<file path="src/rtl/disk_track_scheduler.sv">
// Track buffer scheduler for two Disk II drives sharing one SD block port.
// Detects a requested-track mismatch per drive, writes back the held track
// when dirty, then reads the requested track block by block.
module disk_track_scheduler #(
    parameter int unsigned BLOCKS_PER_TRACK = 13,
    parameter int unsigned NUM_TRACKS       = 35
) (
    input  logic        CLK_14M,
    input  logic        RESET,
    input  logic [1:0]  DISK_MOUNTED,
    input  logic [5:0]  TRACK1,
    input  logic [5:0]  TRACK2,
    input  logic [1:0]  DIRTY,
    output logic [1:0]  DIRTY_CLR,
    output logic [1:0]  TRACK_BUSY,
    output logic [31:0] SD_LBA,
    output logic        SD_DRIVE,
    output logic [3:0]  SD_BLK,
    output logic        SD_RD,
    output logic        SD_WR,
    input  logic        SD_ACK
);
    localparam logic [5:0] TRK_INVALID = 6'h3F;
    localparam logic [5:0] TRK_MAX     = 6'(NUM_TRACKS - 1);
    localparam logic [3:0] BLK_LAST    = 4'(BLOCKS_PER_TRACK - 1);

    typedef enum logic [2:0] {
        IDLE, CHECK, WR_REQ, WR_WAIT, RD_REQ, RD_WAIT, DONE
    } state_t;

    state_t          state_q, state_d;
    logic            cur_q, cur_d;
    logic [5:0]      tgt_q, tgt_d;
    logic [3:0]      blk_q, blk_d;
    logic            prio_q, prio_d;
    logic [1:0][5:0] loaded_q, loaded_d;
    logic [1:0]      mnt_q;
    logic            ack_q;

    logic [1:0]      dirty_clr_q, dclr_d;
    logic [1:0]      busy_q;
    logic [31:0]     sd_lba_q, lba_d;
    logic            sd_drive_q, sd_rd_q, sd_wr_q;
    logic [3:0]      sd_blk_q;

    logic [1:0][5:0] req_trk;
    logic [1:0]      need, mnt_rise;
    logic            sel, mnt_cur, ack_rise, ack_fall, active;

    assign DIRTY_CLR  = dirty_clr_q;
    assign TRACK_BUSY = busy_q;
    assign SD_LBA     = sd_lba_q;
    assign SD_DRIVE   = sd_drive_q;
    assign SD_BLK     = sd_blk_q;
    assign SD_RD      = sd_rd_q;
    assign SD_WR      = sd_wr_q;

    // Clamp requested tracks and flag drives whose buffer does not hold them
    always_comb begin
        req_trk[0] = (TRACK1 > TRK_MAX) ? TRK_MAX : TRACK1;
        req_trk[1] = (TRACK2 > TRK_MAX) ? TRK_MAX : TRACK2;
        need[0]    = DISK_MOUNTED[0] & (req_trk[0] != loaded_q[0]);
        need[1]    = DISK_MOUNTED[1] & (req_trk[1] != loaded_q[1]);
        mnt_rise   = DISK_MOUNTED & ~mnt_q;
        active     = (state_q != IDLE);
    end

    // Next-state logic for arbitration, write-back and load sequencing
    always_comb begin
        state_d  = state_q;
        cur_d    = cur_q;
        tgt_d    = tgt_q;
        blk_d    = blk_q;
        prio_d   = prio_q;
        loaded_d = loaded_q;
        dclr_d   = '0;
        sel      = 1'b0;
        lba_d    = '0;
        mnt_cur  = DISK_MOUNTED[cur_q];
        ack_rise = SD_ACK & ~ack_q;
        ack_fall = ~SD_ACK & ack_q;

        unique case (state_q)
            IDLE: begin
                if (|need) begin
                    sel     = (&need) ? prio_q : need[1];
                    cur_d   = sel;
                    tgt_d   = req_trk[sel];
                    state_d = CHECK;
                end
            end
            CHECK: begin
                blk_d = '0;
                if (!mnt_cur) begin
                    loaded_d[cur_q] = TRK_INVALID;
                    state_d         = IDLE;
                end else if (DIRTY[cur_q] && (loaded_q[cur_q] != TRK_INVALID)) begin
                    state_d = WR_REQ;
                end else begin
                    state_d = RD_REQ;
                end
            end
            WR_REQ, RD_REQ: begin
                // An unmount withdraws the request at once unless an ack is
                // high; that handshake is drained through the WAIT state.
                if (!mnt_cur) begin
                    if (SD_ACK) begin
                        state_d = (state_q == WR_REQ) ? WR_WAIT : RD_WAIT;
                    end else begin
                        loaded_d[cur_q] = TRK_INVALID;
                        state_d         = IDLE;
                    end
                end else if (ack_rise) begin
                    state_d = (state_q == WR_REQ) ? WR_WAIT : RD_WAIT;
                end
            end
            WR_WAIT: begin
                if (ack_fall) begin
                    if (!mnt_cur) begin
                        loaded_d[cur_q] = TRK_INVALID;
                        state_d         = IDLE;
                    end else if (blk_q == BLK_LAST) begin
                        dclr_d[cur_q] = 1'b1;
                        blk_d         = '0;
                        state_d       = RD_REQ;
                    end else begin
                        blk_d   = blk_q + 4'd1;
                        state_d = WR_REQ;
                    end
                end
            end
            RD_WAIT: begin
                if (ack_fall) begin
                    if (!mnt_cur) begin
                        loaded_d[cur_q] = TRK_INVALID;
                        state_d         = IDLE;
                    end else if (blk_q == BLK_LAST) begin
                        state_d = DONE;
                    end else begin
                        blk_d   = blk_q + 4'd1;
                        state_d = RD_REQ;
                    end
                end
            end
            DONE: begin
                if (!mnt_cur) begin
                    loaded_d[cur_q] = TRK_INVALID;
                end else begin
                    loaded_d[cur_q] = tgt_q;
                    prio_d          = ~cur_q;
                end
                state_d = IDLE;
            end
            default: state_d = IDLE;
        endcase

        // A fresh mount always forces a load of the first requested track
        if (mnt_rise[0]) loaded_d[0] = TRK_INVALID;
        if (mnt_rise[1]) loaded_d[1] = TRK_INVALID;

        unique case (state_d)
            WR_REQ, WR_WAIT: lba_d = 32'(loaded_q[cur_d]) * 32'(BLOCKS_PER_TRACK) + 32'(blk_d);
            RD_REQ, RD_WAIT: lba_d = 32'(tgt_d) * 32'(BLOCKS_PER_TRACK) + 32'(blk_d);
            default:         lba_d = '0;
        endcase
    end

    // State, bookkeeping and registered host-side outputs
    always_ff @(posedge CLK_14M or posedge RESET) begin
        if (RESET) begin
            state_q     <= IDLE;
            cur_q       <= 1'b0;
            tgt_q       <= '0;
            blk_q       <= '0;
            prio_q      <= 1'b0;
            loaded_q    <= {TRK_INVALID, TRK_INVALID};
            mnt_q       <= '0;
            ack_q       <= 1'b0;
            dirty_clr_q <= '0;
            busy_q      <= '0;
            sd_lba_q    <= '0;
            sd_drive_q  <= 1'b0;
            sd_blk_q    <= '0;
            sd_rd_q     <= 1'b0;
            sd_wr_q     <= 1'b0;
        end else begin
            state_q     <= state_d;
            cur_q       <= cur_d;
            tgt_q       <= tgt_d;
            blk_q       <= blk_d;
            prio_q      <= prio_d;
            loaded_q    <= loaded_d;
            mnt_q       <= DISK_MOUNTED;
            ack_q       <= SD_ACK;
            dirty_clr_q <= dclr_d;
            busy_q      <= {need[1] | (active & cur_q), need[0] | (active & ~cur_q)};
            sd_lba_q    <= lba_d;
            sd_drive_q  <= (state_d != IDLE) & cur_d;
            sd_blk_q    <= (state_d != IDLE) ? blk_d : '0;
            sd_rd_q     <= (state_d == RD_REQ);
            sd_wr_q     <= (state_d == WR_REQ);
        end
    end
endmodule

</file>
<file path="config.mk">
export PLATFORM = sky130hd
export DESIGN_NAME = disk_track_scheduler
export DESIGN_NICKNAME = d
export VERILOG_FILES = /design/src/rtl/disk_track_scheduler.sv
export SDC_FILE = /design/constraint.sdc
export NUM_CORES = 1
export LEC_CHECK = 0
export ABC_AREA = 1
export BUFFER_PORTS_ARGS = -buffer_cell sky130_fd_sc_hd__buf_2
export CORE_UTILIZATION = 40
export CTS_BUF_LIST = sky130_fd_sc_hd__clkbuf_4
export CTS_CLUSTER_SIZE = 24
export DETAILED_ROUTE_END_ITERATION = 10
export PLACE_DENSITY = 0.6
export REMOVE_ABC_BUFFERS = 1
export SLEW_MARGIN = 10
export SYNTH_ARGS = -nofsm -noshare
export SYNTH_HDL_FRONTEND = slang
export SYNTH_SLANG_ARGS = --single-unit
</file>
<file path="constraint.sdc">
create_clock -name CLK_14M -period 5 [get_ports CLK_14M]
set_input_delay 0.25 -clock CLK_14M [delete_from_list [all_inputs] [get_ports CLK_14M]]
set_output_delay 0.25 -clock CLK_14M [all_outputs]
set_load 0.005 [all_outputs]
</file>
==> flow_summary_export.csv <==
group,metric,value,unit
timing,drv_slew,0,
timing,finalHoldViolations,0,
finish,regArea,1320,um2
finish,multiInputGateArea,2840,um2
finish,fin_nets,721,
yosys,yosysWarnings,0,
yosys,synth.mux.area_fraction,0,
outcome,status,"finished clean",
timing,relSlewSlack,0.469,
drt,drt_iter0_drc,188,
cts,root_buffer,"clkbuf_4",
hold_path,hold_path.class,"primary input to async pin",
yosys,syn_inst,593,
timing,fin_crit_sh,0.873,
cts,path_clk_slew,180,ps
yosys,yosys.area_share.simple,0.262,
drt,routed_wl,11.5,mm
yosys,synthDistinctLibCells,48,
finish,fillers,1130,
worst_setup_path,startpoint_type,"flop",
drt,viasPerCell,5.05,
floorplan,die_x,109,um
global_routing,antenna_found_initial,0,
drt,detail_route.wl_per_cell,14.8,um
worst_setup_path,crit_fanout,10,
yosys,synth_xor_area_frac,0.0267,
timing,tightestPinTransition,795,ps
cts,clk_path_buf_depth,2,
cts,cts_tree,"yes",
global_routing,grt_start_max_net_pins,53,
global_routing,track_usage,0.204,
flow_run,max-cap-violations,0,
timing,setup_viol,0,
yosys,syn_area,4590,um2
global_routing,first_global_vias,3716,
global_routing,grt.overflow.total,0,
timing,rsz0062_at_grt,"false",
finish,most-common-layout-cells,"nand2_1, inv_1, ha_1",
finish,drive_gt1_frac,0.169,
timing,clock_skew,24.1,ps
cts,cts_resized,0,
worst_setup_path,required,5320,ps
cts,cts_made_buffers,5,
yosys,ys_seq_area_frac,0.287,
floorplan,ios,62,
yosys,synth-compound-area-share,0.125,
yosys,synth-edff-count,0,
placed_design,dpl_cell_area,4880,um2
worst_setup_path,r2r_slack,640,ps
drt,antenna_left,0,
finish,design_area,4960,um2
yosys,synth_fa_ha_area_frac,0.187,
finish,diodes,0,
finish,final_common_cell,"nand2_1",
drt,drt_pre_antenna_iters,5,
cts,numClockSinks,52,
worst_setup_path,cp-end-kind,"flop",
cts,clk_latency,410,ps
floorplan,die_y,109,um
finish,area_growth,8.04,%
floorplan,die-area,11900,um2
yosys,synth_top_family_by_area,"simple AND/OR/NAND/NOR gates",
timing,min_period,4360,ps
global_routing,grt_pass1_wl,18.5,mm
timing,tns,0,ps
yosys,async_flop_share,1.00,
drt,drcViolationCount,0,
placed_design,io_buffers,40,
placed_design,gp_congestion,0.916,
yosys,ys_seq_elements,52,
placed_design,dp_hpwl,9.04,mm
timing,fmax,0.229,GHz
floorplan,core_area,11000,um2
yosys,ys.flop_type,"dfrtp_1",
yosys,syn-mean-instance-area,7.74,um2
worst_setup_path,critPathKind,"flop to flop",
floorplan,rows,38,
floorplan,start_util,0.416,
worst_setup_path,cp_data_arrival_time,4680,ps
drt,num_vias,3935,
cts,cts.htree.levels,2,
## per-layer routing
layer,track usage,vias up,routed length [um]
met5,0,-,0
met3,0.0257,13,584
met1,0.279,1822,5380
li1,-,1989,-
met2,0.338,111,5360
met4,0.0492,0,163
## worst paths after layout
kind,start,end,cells past startpoint
worst min-delay path,RESET,SD_LBA[3]$_DFF_PP0_,3
max in group asynchronous,RESET,tgt_q[1]$_DFF_PP0_,3
worst max-delay path,loaded_q[10]$_DFFE_PP1P_,SD_LBA[7]$_DFF_PP0_,26
worst max register to register,loaded_q[10]$_DFFE_PP1P_,SD_LBA[7]$_DFF_PP0_,26
min in group CLK_14M,DISK_MOUNTED[1],mnt_q[1]$_DFF_PP0_,1
worst min register to register,loaded_q[4]$_DFFE_PP1P_,loaded_q[4]$_DFFE_PP1P_,2
## per-stage QoR
stage	cells	worst slack (ps)	hold slack (ps)	utilization
final	779	636	7.96	0.450
after CTS	779	623	18.6	0.450
after global routing	779	298	8.86	0.450
after global placement	770	705	401	0.442
after detailed placement	770	652	399	0.442
after floorplan	589	1070	281	-
## what timing repair did
item / CTS / global route
hold endpoints to repair: 1 / 0
buffers inserted: 0 / 0
hold buffers: 1 / 0
## flip-flops by register name, indices dropped and copies added (netlist names)
name,cells
DIRTY_CLR,2
SD_BLK,4
SD_DRIVE,1
SD_LBA,11
SD_RD,1
SD_WR,1
TRACK_BUSY,2
ack_q,1
blk_q,4
cur_q,1
loaded_q,12
mnt_q,2
prio_q,1
state_q,3
tgt_q,6
## Yosys cell counts, drive strengths merged, types with 2 or more instances
master / number / area, um2
nand2: 157 / 676
inv: 89 / 339
ha: 56 / 701
o21ai: 48 / 267
nand3: 45 / 248
dfrtp: 40 / 1000
nor2: 34 / 159
a21oi: 30 / 161
buf: 23 / 170
dfstp: 12 / 315
xor2: 9 / 78.8
fa: 8 / 160
nand4: 6 / 43.8
o211ai: 6 / 45.0
nor3: 5 / 36.3
xnor2: 5 / 43.8
nand3b: 3 / 22.5
o22ai: 3 / 25.0
or2: 3 / 18.8
o221ai: 2 / 17.5
## layout make-up
class                           count  area share
Multi-Input combinational cell    448       0.572
Sequential cell                    52       0.265
Inverter                           89      0.0683
Timing Repair Buffer               42      0.0439
Tap cell                          140      0.0353
Clock buffer                        5     0.00757
Clock inverter                      3     0.00757
## critical path, cell delays in order, from the launching register on
cell     delay [ps]
dfstp_2         600
inv_1            80
xor2_1          160
a21oi_1         110
inv_1            60
nor2_2          140
nand2_1          80
nand2_2          80
nand2_4          80
nand2_8         100
inv_1           120
nand3_1         120
nand2_1         150
ha_1            330
ha_1            290
fa_1            460
ha_1            350
nand2_1          70
inv_1            80
o21ai_0          80
nand2_1         110
nand2_1          80
nand2_1          60
a21oi_1          60
or2_2           270
nand3_1          90
o21ai_1          60
## cell families (layout without fill, tap and decap cells)
kind of cell	count (synthesis)	after routing
and+or+nand+nor	253	253
buffers and inverters	113	139
AOI/OAI and AO/OA	96	96
adders and majority gates	64	64
DFF	52	52
xor gates and xnor gates	14	14
other	1	21
Power is not shown: default switching activity piles up to over one toggle a cycle in this logic, so the estimate is an artifact.
